$ cat config.mk
export PLATFORM = sky130hd
export DESIGN_NAME = spm_seq_ctrl
export DESIGN_NICKNAME = d
export VERILOG_FILES = /design/src/rtl/spm_seq_ctrl.sv
export SDC_FILE = /design/constraint.sdc
export NUM_CORES = 1
export LEC_CHECK = 0
export ABC_CLOCK_PERIOD_IN_PS = 2900
export CAP_MARGIN = 20
export CORE_ASPECT_RATIO = 1.1
export CORE_MARGIN = 4
export CORE_UTILIZATION = 31
export DETAILED_ROUTE_END_ITERATION = 10
export GPL_TIMING_DRIVEN = 0
export HOLD_SLACK_MARGIN = 0.06
export SYNTH_ARGS = -nofsm -noshare
export SYNTH_HDL_FRONTEND = slang
export SYNTH_SLANG_ARGS = --single-unit
export TNS_END_PERCENT = 10
$ cat constraint.sdc
create_clock -name clk -period 2.9 [get_ports clk]
set_input_delay 0.87 -clock clk [delete_from_list [all_inputs] [get_ports clk]]
set_output_delay 0.87 -clock clk [all_outputs]
set_load 0.005 [all_outputs]
$ cat src/rtl/spm_seq_ctrl.sv
// -----------------------------------------------------------------------------
// spm_seq_ctrl
//
// Sequencer wrapped around a serial-parallel multiplier (spm). Accepts an
// operand pair (x, y) on a valid/ready port, pulses the spm reset, presents x
// in parallel, and streams y LSB-first (followed by SIZE extension bits and
// P_LAT flush zeros). The serial product bits that return on spm_p are
// shifted into a 2*SIZE-bit word, which is then offered on a valid/ready port.
//
// Ports
//   clk        rising-edge clock
//   rst        synchronous, active-high reset
//   in_valid   operand pair valid
//   in_ready   high only in IDLE while rst is low
//   in_x       parallel multiplicand (two's complement)
//   in_y       multiplier, serialised to the spm
//   spm_rst    reset to the spm instance (high in CLEAR and while rst is high)
//   spm_x      parallel operand to the spm, held through the run
//   spm_y      serial operand bit to the spm (registered)
//   spm_p      serial product bit from the spm, P_LAT cycles after spm_y
//   out_valid  product valid, held until out_ready
//   out_ready  consumer accepts the product
//   out_p      product, modulo 2^(2*SIZE)
//
// Parameters
//   SIZE       operand width; must match the spm instance
//   SIGNED_Y   1: y is sign-extended beyond SIZE bits, 0: zero-extended
//   P_LAT      cycles from a bit on spm_y to its product bit on spm_p
// -----------------------------------------------------------------------------
module spm_seq_ctrl #(
  parameter int SIZE     = 32,
  parameter int SIGNED_Y = 1,
  parameter int P_LAT    = 1
) (
  input  logic              clk,
  input  logic              rst,
  input  logic              in_valid,
  output logic              in_ready,
  input  logic [SIZE-1:0]   in_x,
  input  logic [SIZE-1:0]   in_y,
  output logic              spm_rst,
  output logic [SIZE-1:0]   spm_x,
  output logic              spm_y,
  input  logic              spm_p,
  output logic              out_valid,
  input  logic              out_ready,
  output logic [2*SIZE-1:0] out_p
);

  // A run feeds 2*SIZE operand bits plus P_LAT flush cycles so the last
  // product bit has time to come back out of the spm.
  localparam int RUN_LEN = 2*SIZE + P_LAT;
  localparam int CNT_W   = $clog2(RUN_LEN + 1);

  localparam logic [CNT_W-1:0] CNT_LAST  = CNT_W'(RUN_LEN - 1);
  localparam logic [CNT_W-1:0] CNT_PLAT  = CNT_W'(P_LAT);
  localparam logic [CNT_W-1:0] CNT_SIZE  = CNT_W'(SIZE);
  localparam logic [CNT_W-1:0] CNT_2SIZE = CNT_W'(2*SIZE);

  typedef enum logic [1:0] {
    IDLE  = 2'd0,
    CLEAR = 2'd1,
    RUN   = 2'd2,
    DONE  = 2'd3
  } state_e;

  state_e              state_q;
  logic [CNT_W-1:0]    cnt_q;
  logic [SIZE-1:0]     x_q;
  logic [SIZE-1:0]     y_q;
  logic                spm_y_q;
  logic                out_valid_q;
  logic [2*SIZE-1:0]   out_p_q;

  logic [CNT_W-1:0]    cnt_d;
  logic [SIZE-1:0]     y_shift;
  logic                y_ext;
  logic                spm_y_d;

  // spm_y is registered, so the bit for RUN cycle cnt+1 is chosen during
  // RUN cycle cnt: y bits first, then the extension bit, then zeros.
  always_comb begin
    // NOTE: every variable gets a default before any branch; a path that
    // leaves one unassigned would infer a latch.
    cnt_d   = cnt_q + CNT_W'(1);
    y_shift = y_q >> cnt_d;
    y_ext   = (SIGNED_Y != 0) ? y_q[SIZE-1] : 1'b0;
    spm_y_d = 1'b0;
    if (cnt_d < CNT_SIZE) begin
      spm_y_d = y_shift[0];
    end else if (cnt_d < CNT_2SIZE) begin
      spm_y_d = y_ext;
    end
  end

  always_ff @(posedge clk) begin
    // NOTE: state is updated with non-blocking assignments so every register
    // samples the values from before this edge, regardless of statement order.
    if (rst) begin
      state_q     <= IDLE;
      cnt_q       <= '0;
      x_q         <= '0;
      y_q         <= '0;
      spm_y_q     <= 1'b0;
      out_valid_q <= 1'b0;
      out_p_q     <= '0;
    end else begin
      unique case (state_q)
        IDLE: begin
          if (in_valid && in_ready) begin
            x_q     <= in_x;
            y_q     <= in_y;
            state_q <= CLEAR;
          end
        end

        CLEAR: begin
          cnt_q   <= '0;
          out_p_q <= '0;
          spm_y_q <= y_q[0];
          state_q <= RUN;
        end

        RUN: begin
          // The first P_LAT cycles of spm_p still belong to the cleared spm.
          if (cnt_q >= CNT_PLAT) begin
            out_p_q <= {spm_p, out_p_q[2*SIZE-1:1]};
          end
          if (cnt_q == CNT_LAST) begin
            spm_y_q     <= 1'b0;
            out_valid_q <= 1'b1;
            state_q     <= DONE;
          end else begin
            cnt_q   <= cnt_d;
            spm_y_q <= spm_y_d;
          end
        end

        DONE: begin
          if (out_ready) begin
            out_valid_q <= 1'b0;
            state_q     <= IDLE;
          end
        end

        default: state_q <= IDLE;
      endcase
    end
  end

  // Gating with rst keeps an offer from looking accepted during a reset cycle.
  assign in_ready  = (state_q == IDLE) && !rst;
  assign spm_rst   = rst || (state_q == CLEAR);
  assign spm_x     = x_q;
  assign spm_y     = spm_y_q;
  assign out_valid = out_valid_q;
  assign out_p     = out_p_q;

endmodule

# After elaboration in Yosys (flattened, before gate mapping)
# Cells that the tools add are included.
# word_totals
in_bits,69
regBits,139
# classes
muxes,15
n_addsub,1
magnitude_cmp,3
reduce_logical,12
shifts,1
eq_ne,9
# ops
op,n
one-hot mux 64 bit (2 select lines),1
2-to-1 mux 64 bit,1
right shift 32 x 7 -> 1 bit,1
one-hot mux 7 bit (2 select lines),1
inequality test 2 bit (second input constant),5
one-hot mux 2 bit (4 select lines),1
adder 7 x 1 -> 7 bit (second input constant),1
equality test 7 bit (second input constant),1
>= comparator 7 x 1 -> 1 bit (second input constant),1
< comparator 7 x 6 -> 1 bit (second input constant),1
< comparator 7 bit (second input constant),1
2-to-1 mux 7 bit,1
2-to-1 mux 2 bit,3
AND reduction 2 bit,3
AND reduction 3 bit,2
2-to-1 mux 1 bit,5
equality test 2 bit (second input constant),2
one-hot mux 1 bit (2 select lines),2
nonzero test 2 bit,2
equality test 2 x 1 -> 1 bit (second input constant),1
logical AND 1 bit,2
zero test 2 bit,1
zero test 1 bit,1
logical OR 1 bit,1

# Depth between registers and ports, before layout
# Gate-level depths: netlist (run 1).
# logic_depth
depth_word,6
ltp_mapped,9
mapped_depth_nobuf,7

# Least setup slack after synthesis (run 1)
# No wires, ideal clock.
# synth_path
kind,register -> register
startpoint,reg cnt_q[0]
endpoint,reg spm_y_q (netlist: spm_y)
path_stages_with_launch,9
arrival_ps,2211
n_path_buf,2
synth_period_minus_slack_ps,2342
setup_ps,131
t_required_ps,2769
slack_ps,558
cell_sequence,dfxtp_1 > buf_6 > inv_1 > ha_1 > buf_4 > mux4_2 > mux2_2 > a32oi_1 > a2111oi_2
# synth_between
elab_chain_len,6
elab_cells_between_ends,9
classes_between,add/sub (1); order compare (2); eq/ne (1); shift (1); mux (4)
# synth_lines
element,line_no,source
start: declaration,68,logic [CNT_W-1:0] cnt_q;
start signal: assignment,134,cnt_q <= cnt_d;
adder 7 x 1 -> 7 bit,85,cnt_d = cnt_q + CNT_W'(1);
< comparator 7 bit,91,end else if (cnt_d < CNT_2SIZE) begin
2-to-1 mux 1 bit,91,
2-to-1 mux 1 bit,89,if (cnt_d < CNT_SIZE) begin
2-to-1 mux 1 bit (*),129,if (cnt_q == CNT_LAST) begin
one-hot mux 1 bit (2 select lines) (*),108,unique case (state_q)
end signal: assignment,120,spm_y_q <= y_q[0];
end signal: assignment,135,spm_y_q <= spm_y_d;
end: declaration,71,logic spm_y_q;
# Every way passes the cells marked *; elsewhere a longest branch is shown, timed or not.
# A chain may end at the register's enable or synchronous reset.

# Worst setup path after layout (run 1)
# layout_path
startpoint,in rst
endpoint,out spm_rst
# layout_between
elab_chain_len,1
# layout_lines
element,line_no,source
start: declaration,36,"input logic rst,"
logical OR 1 bit,153,assign spm_rst = rst || (state_q == CLEAR);
end: declaration,41,"output logic spm_rst,"
# Every way passes these cells.

==> summary.md, run 1 <==
| Metric | Value |
|---|---|
| Status | `finished clean` |
| Worst path cell trace | `buf_2, clkbuf_8, clkbuf_8, or2_2, dlygate4sd2_1` |
| Crit path max fanout | `10` |
| Top cell type's share of synthesized area | `48.3%` |
| Multi-input combinational cell area | `0.00267 mm²` |
| Worst r2r dst | `spm_y$_SDFFE_PP0P_` |
| Syn Nets | `approximately 760` |
| Synth Register Bits | `139` |
| Hold Crit Depth | `2` |
| Vias/cell | `4.73` |
| Worst path slowest cell | `or2_2` |
| Final worst path period share | `97.1%` |
| R2R Path Start | `cnt_q[0]$_SDFFE_PP0P_` |
| Critical Path RT | `2030 ps` |
| Maximum Capacitance Violations | `0` |
| Die area | `about 0.021 mm²` |
| Actual slew at the worst max-slew pin | `551 ps` |
| Leakage power figure | `0.00281 µW` |
| Synth Flop Type | `dfxtp_1` |
| Row count | `52` |
| Setup Skew | `6.48 ps` |
| Slew headroom | `a little over three fifths` |
| DRT Pass-1 Iters | `5` |
| Slew Viols, Final | `0` |
| GP Congestion | `about 0.77` |
| Global-route wire length before repair | `~26000 µm` |
| Final setup viols | `0` |
| Cell mode on critical path | `clkbuf_8` |
| Initial antenna violation count | `0` |
| Residual DRC count | `0` |
| WL/cell | `14.1 µm` |
| Async S/R FF share, synth | `0%` |
| Vias in the first global route | `5235` |
| Minimum clock period | `2820 ps` |
| Hold Path Sink | `out_p[48]$_SDFFE_PP0P_` |
| Critical path endpoint category | `output port` |
| Share of the yosys chip area belonging to registers | `48.3%` |
| Largest net degree at the start of global routing | `17` |
| Share of cells above drive strength 1 | `~8.2%` |
| Worst min path class | `flip-flop to flip-flop` |
| Worst path max stage delay | `slightly below 300 ps` |
| Syn. warnings | `0` |
| Avg Inst Size Synth | `8.46 µm²` |
| FILL cells | `1869` |
| CORE AREA | `between 0.015 and 0.02 mm²` |
| Mapped Cells | `681` |
| Clk Latency, worst-skew pair | `410 ps` |
| Mapped cell area | `between 0.005 and 0.006 mm²` |
| Setup TNS | `0 ps` |
| Critical Path AT | `~2000 ps` |
| Layout Nets | `944` |
| FF-to-FF path depth | `8` |
| # IOs | `169` |
| Unrepaired setup endpoints after global routing | `false` |
| F_max | `355 MHz` |
| H-tree Lvls | `4` |
| Total global-route track usage | `15.1%` |
| Initial DRC Count | `~210` |
| Root buffer cell | `clkbuf_16` |
| EDFF count, synth | `0` |
| Die Span Y | `151 µm` |
| Synth cell types | `45` |
| Area leader, netlist | `dfxtp_1` |
| CTS buffer count | `17` |
| CTS tree | `done` |
| Congestion Overflow GR | `0` |
| Placed Cells | `1092` |
| CTS Buffer Depth | `2` |
| Pwr dens | `679 mW/mm²` |
| Post-Route Utilization | `between 40% and 50%` |
| Type of origin of the critical path | `primary input` |
| Clock slew at reported path FFs | `50 ps` |
| DRT Wirelength | `15800 µm` |
| CP Class | `primary input to output port` |
| FF/Latch Area | `0.00278 mm²` |
| Fin cells | `1119` |
| Post-DRT Antenna Nets | `0` |
| Die W | `138 µm` |
| Final hold vios | `0` |
| Top area cells in the synthesized netlist | `dfxtp_1 48%, nand2_1 8.8%, nand2b_1 7.2%, a21oi_1 6.5%, nand3_1 5.9%` |
| Ant diodes | `0` |
| # port buffers | `168` |
| Hold path startpoint | `out_p[49]$_SDFFE_PP0P_` |
| Area growth syn-to-layout | `43.6%` |
| Initial core utilization | `between 30% and 40%` |
| Clk sinks | `139` |
| DP HPWL | `~11000 µm` |
| DR vias | `5292` |
| Register-to-register setup slack | `170 ps` |
| VDD IR max | `0.435 mV` |
[synthesized netlist by cell type, drive strengths merged, types with 2 or more instances]
cell type	n
o21ai	69
and2	2
ha	7
nand2b	66
a31oi	4
nand4	2
nor2	15
dfxtp	139
xor2	2
a21oi	76
mux2i	2
mux4	8
nor4	2
nand3	69
mux2	3
clkbuf	31
inv	5
nor2b	2
buf	23
or3	2
nand2	136
[area by class of cell]
type                    count  area share, %
plain buffers              54           3.52
clock buffers              25           5.99
clock inverters             2          0.454
inverters                   6          0.272
multi-input cells         482           32.2
flip-flops and latches    139           33.6
well taps                 243           3.67
repair buffers            168           20.2
[cell families after synthesis]
| family | synth area share, % |
|---|---|
| AND/OR/NAND/NOR | 25.4 |
| adder cells (fa/ha/maj) | 1.52 |
| multiplexers | 4.06 |
| XOR/XNOR | 0.456 |
| AO/OA/AOI/OAI | 14.9 |
| flip-flops | 48.3 |
| buffers and inverters | 5.45 |
[stage by stage]
step	hold WS [ps]	worst slack (ps)	cell area, µm²	total power [µW]
2_1_floorplan	445	558	5760	3080
3_3_place_gp	457	-626	7750	3660
3_5_place_dp	460	-625	7750	3670
4_1_cts	470	71.7	8280	5700
5_1_grt	483	9.90	8280	5960
6_report	466	84.6	8280	5620
[layout by cell type, fill, tap and decap left out, types with 8 or more instances in the layout]
cell | netlist | final
o21ai_0 | 68 | 68
a21oi_1 | 75 | 75
nand2b_1 | 66 | 66
mux4_2 | 8 | 8
nor2_1 | 15 | 15
clkbuf_8 | 4 | 8
buf_2 | 15 | 16
nand2_1 | 135 | 135
dfxtp_1 | 139 | 139
clkbuf_1 | 27 | 31
clkbuf_16 | 0 | 17
nand3_1 | 68 | 68
clkdlybuf4s50_1 | 0 | 166
[report_power, final]
group / switching, µW / internal, µW
sequential: 134 / 2120
clock: 765 / 1250
combinational: 733 / 620
[how the worst max path moves through the flow]
stage / from / cells past startpoint / end
2_1_floorplan: cnt_q[0]$_SDFFE_PP0P_ / 8 / spm_y$_SDFFE_PP0P_
3_3_place_gp: rst / 5 / spm_rst
3_5_place_dp: rst / 5 / spm_rst
4_1_cts: rst / 5 / spm_rst
5_1_grt: cnt_q[0]$_SDFFE_PP0P_ / 8 / spm_y$_SDFFE_PP0P_
6_report: rst / 5 / spm_rst
[sequential cells by signal (all words and copies together) (netlist names)]
signal,cells
out_valid,1
out_p,64
spm_y,1
cnt_q,7
state_q,2
spm_x,32
y_q,32
[critical path, delay by kind of cell]
kind,cells,cell delay (ps)
simple gates,1,290
buf+inv,4,780
[routing by layer]
metal	global-route usage [%]	routed length, µm	vias up
met5	0	0	-
met4	4.94	190	0
met3	6.73	1430	20
met2	23.6	6950	165
met1	18.7	7230	2430
li1	-	-	2677
[repair_timing]
action	CTS	global route
endpoints found under the setup margin	2	0
buffers inserted	0	0
hold buffers	0	0
gates resized for setup	6	0
(Power assumes the default switching activity.)
==> run 2: changes to the inputs <==
--- a/config.mk
+++ b/config.mk
@@ -10,6 +10,7 @@
 export CORE_ASPECT_RATIO = 1.1
 export CORE_MARGIN = 4
 export CORE_UTILIZATION = 31
+export CTS_CLUSTER_SIZE = 16
 export DETAILED_ROUTE_END_ITERATION = 10
 export GPL_TIMING_DRIVEN = 0
 export HOLD_SLACK_MARGIN = 0.06
==> results of run 2 <==
The final DEF is identical to that of run 1; final timing and power are the same.
==> run 3: changes to the inputs <==
--- a/config.mk
+++ b/config.mk
@@ -8,7 +8,6 @@
 export ABC_CLOCK_PERIOD_IN_PS = 2900
 export CAP_MARGIN = 20
 export CORE_ASPECT_RATIO = 1.1
-export CORE_MARGIN = 4
 export CORE_UTILIZATION = 31
 export CTS_CLUSTER_SIZE = 16
 export DETAILED_ROUTE_END_ITERATION = 10
==> constraint.sdc (replaced) <==
create_clock -name clk -period 2.9 [get_ports clk]
set_input_delay 0.29 -clock clk [delete_from_list [all_inputs] [get_ports clk]]
set_output_delay 0.29 -clock clk [all_outputs]
set_load 0.005 [all_outputs]
==> summary.md, run 3 (synthesis results as in run 1) <==
| Metric | Value |
|---|---|
| Register-to-register setup slack | `130 ps (-40 ps)` |
| CTS tree | `done` |
| DRT Pass-1 Iters | `5 (unchanged)` |
| Critical Path AT | `3060 ps (+1110 ps)` |
| Share of cells above drive strength 1 | `8.97% (+0.75 points)` |
| Most frequent cells in the layout | `168 x clkdlybuf4s50_1, 139 x dfxtp_1, 135 x nand2_1` |
| WL/cell | `13.7 µm (-3.2%)` |
| Minimum clock period | `2770 ps (-44.4 ps)` |
| Leakage power figure | `0.00285 µW (+1.4%)` |
| Initial core utilization | `32.1% (+0.73 points)` |
| Most common cell after layout, fill and taps aside | `clkdlybuf4s50_1` |
| Global-route wire length before repair | `25400 µm (-2.2%)` |
| Layout Nets | `944 (unchanged)` |
| Vias in the first global route | `5014 (-4.2%)` |
| # hold bufs at CTS | `0 (unchanged)` |
| Final worst path period share | `95.6% (-1.5 points)` |
| CP Class | `flip-flop to flip-flop` |
| Total Power | `5830 µW (+3.7%)` |
| Unrepaired setup endpoints after global routing | `false` |
| CTS buffer count | `17 (unchanged)` |
| Clock slew at reported path FFs | `60 ps (about the same)` |
| Sequential power share | `38.5% (-1.6 points)` |
| Actual slew at the worst max-slew pin | `527 ps (-24.3 ps)` |
| VDD IR max | `0.473 mV (+8.6%)` |
| Critical path endpoint category | `flip-flop` |
| Post-DRT Antenna Nets | `0 (unchanged)` |
| DR vias | `5263 (-0.55%)` |
| GP Congestion | `0.758 (-1.7%)` |
| FF-to-FF path depth | `8 (unchanged)` |
| Design area | `0.00835 mm² (+0.91%)` |
| Clock Power Share | `38.3% (+2.5 points)` |
| Area growth syn-to-layout | `44.9%` |
| Hold Path Sink | `spm_x[13]$_SDFFE_PP0P_` |
| Combinational power share | `23.2% (-0.9 points)` |
| CORE AREA | `0.0179 mm² (-2.3%)` |
| Worst setup margin | `129 ps (+44.4 ps)` |
| Crit path max fanout | `10 (unchanged)` |
| Slew headroom | `64.9% (+1.6 points)` |
| Final setup viols | `0 (unchanged)` |
| Switching Share | `29.2% (+0.19 points)` |
| Setup Skew | `8.43 ps (+1.94 ps)` |
| Hold path startpoint | `in_x[13]` |
| Maximum Capacitance Violations | `0 (unchanged)` |
| R2R Path Start | `cnt_q[0]$_SDFFE_PP0P_` |
| CTS Buffer Depth | `2 (unchanged)` |
| Die Span Y | `145 µm (-4.0%)` |
| Die area | `0.0191 mm² (-8.1%)` |
| Post_cts resized | `0 (-6)` |
| Max FFs per register | `64 (unchanged)` |
| F_max | `361 MHz (+1.6%)` |
| Switching power | `1700 µW (+4.4%)` |
| Residual DRC count | `0 (unchanged)` |
| # port buffers | `168 (unchanged)` |
| Row count | `51 (-1.9%)` |
| Root buffer cell | `clkbuf_16` |
| Worst r2r dst | `spm_y$_SDFFE_PP0P_` |
| Type of origin of the critical path | `flip-flop` |
| Congestion Overflow GR | `0 (unchanged)` |
| Setup TNS | `0 ps (unchanged)` |
| Initial DRC Count | `212 (-0.47%)` |
| Clk Latency, worst-skew pair | `420 ps (about the same)` |
| Hold Crit Depth | `3 (+1)` |
| Total global-route track usage | `16.5% (+1.4 points)` |
| Final hold vios | `0 (unchanged)` |
| # IOs | `169 (unchanged)` |
| Worst min path class | `primary input to flip-flop` |
| Dpl cell area | `0.00774 mm² (about the same)` |
| Internal Power | `4130 µW (+3.5%)` |
| DP HPWL | `11100 µm (-2.8%)` |
| Post-CTS Setup Inserts | `0 (unchanged)` |
| Ant diodes | `0 (unchanged)` |
| Clk sinks | `139 (unchanged)` |
| Critical Path RT | `3190 ps (+1160 ps)` |
| DRT Wirelength | `15300 µm (-3.2%)` |
| Pwr dens | `698 mW/mm² (+2.8%)` |
| Die W | `132 µm (-4.3%)` |
| Initial antenna violation count | `0 (unchanged)` |
| Largest net degree at the start of global routing | `17 (unchanged)` |
| Status | `finished clean` |
| FILL cells | `1749 (-6.4%)` |
| Pre-CTS setup slack | `133 ps (+758 ps)` |
| H-tree Lvls | `4 (unchanged)` |
| Slew Viols, Final | `0 (unchanged)` |
| Vias/cell | `4.70 (-0.55%)` |
## run 3: cell count changes in the layout (fill, tap and decap cells not counted), sizes merged
cell / change
clkbuf: -6
bufinv: +2
inv: +3
dlygate4sd2: -1
clkdlybuf4s50: +2
clkinv: +6
buf: -1
## run 3: how the worst max path moves through the flow
stage / from / end / slack, ps / depth (start not counted)
3_5_place_dp: cnt_q[0]$_SDFFE_PP0P_ / spm_y$_SDFFE_PP0P_ / 130 / 8
2_1_floorplan: cnt_q[0]$_SDFFE_PP0P_ / spm_y$_SDFFE_PP0P_ / 560 / 8
6_report: cnt_q[0]$_SDFFE_PP0P_ / spm_y$_SDFFE_PP0P_ / 130 / 8
4_1_cts: cnt_q[0]$_SDFFE_PP0P_ / spm_y$_SDFFE_PP0P_ / 130 / 8
3_3_place_gp: cnt_q[0]$_SDFFE_PP0P_ / spm_y$_SDFFE_PP0P_ / 130 / 8
5_1_grt: cnt_q[0]$_SDFFE_PP0P_ / spm_y$_SDFFE_PP0P_ / 9 / 8
## run 3: metal layers
metal	vias to the layer above	share of wire (%)	wire [µm]	GRT usage, %
met5	-	0	0	0
met4	0	1.3	198	6.34
met3	14	8.2	1250	6.29
met2	172	44	6780	24.8
met1	2394	46	7070	21.2
li1	2683	-	-	-
## run 3: layout make-up
type                            instances  area [µm²]  share of cell area, %
Timing Repair Buffer                  168        1680                   20.1
Inverter                                6        22.5                  0.270
Clock buffer                           19         443                   5.30
Multi-Input combinational cell        482        2670                   31.9
Sequential cell                       139        2780                   33.3
Buffer                                 54         292                   3.49
Tap cell                              238         298                   3.57
Clock inverter                         13         165                   1.98
## run 3: critical path, cell delays in order (launching register included)
cell,delay [ps]
dfxtp_1,620
buf_6,240
inv_1,80
ha_1,270
buf_4,220
mux4_2,530
mux2_2,280
a32oi_1,300
a2111oi_2,110
## run 3: power by group through the flow
stage / clock [µW] / combinational, µW / sequential (µW)
after floorplan: 0 / 812 / 2270
after global placement: 0 / 1370 / 2290
after detailed placement: 0 / 1370 / 2290
after CTS: 2280 / 1380 / 2250
after global routing: 2360 / 1500 / 2280
final: 2230 / 1350 / 2250
## run 3: metrics by stage
stage	util, %	cells	hold WS [ps]
after detailed placement	43.2	1087	462
after global routing	46.6	1119	418
final	46.6	1119	426
after CTS	46.6	1119	410
after global placement	43.2	1087	456
after floorplan	-	681	399
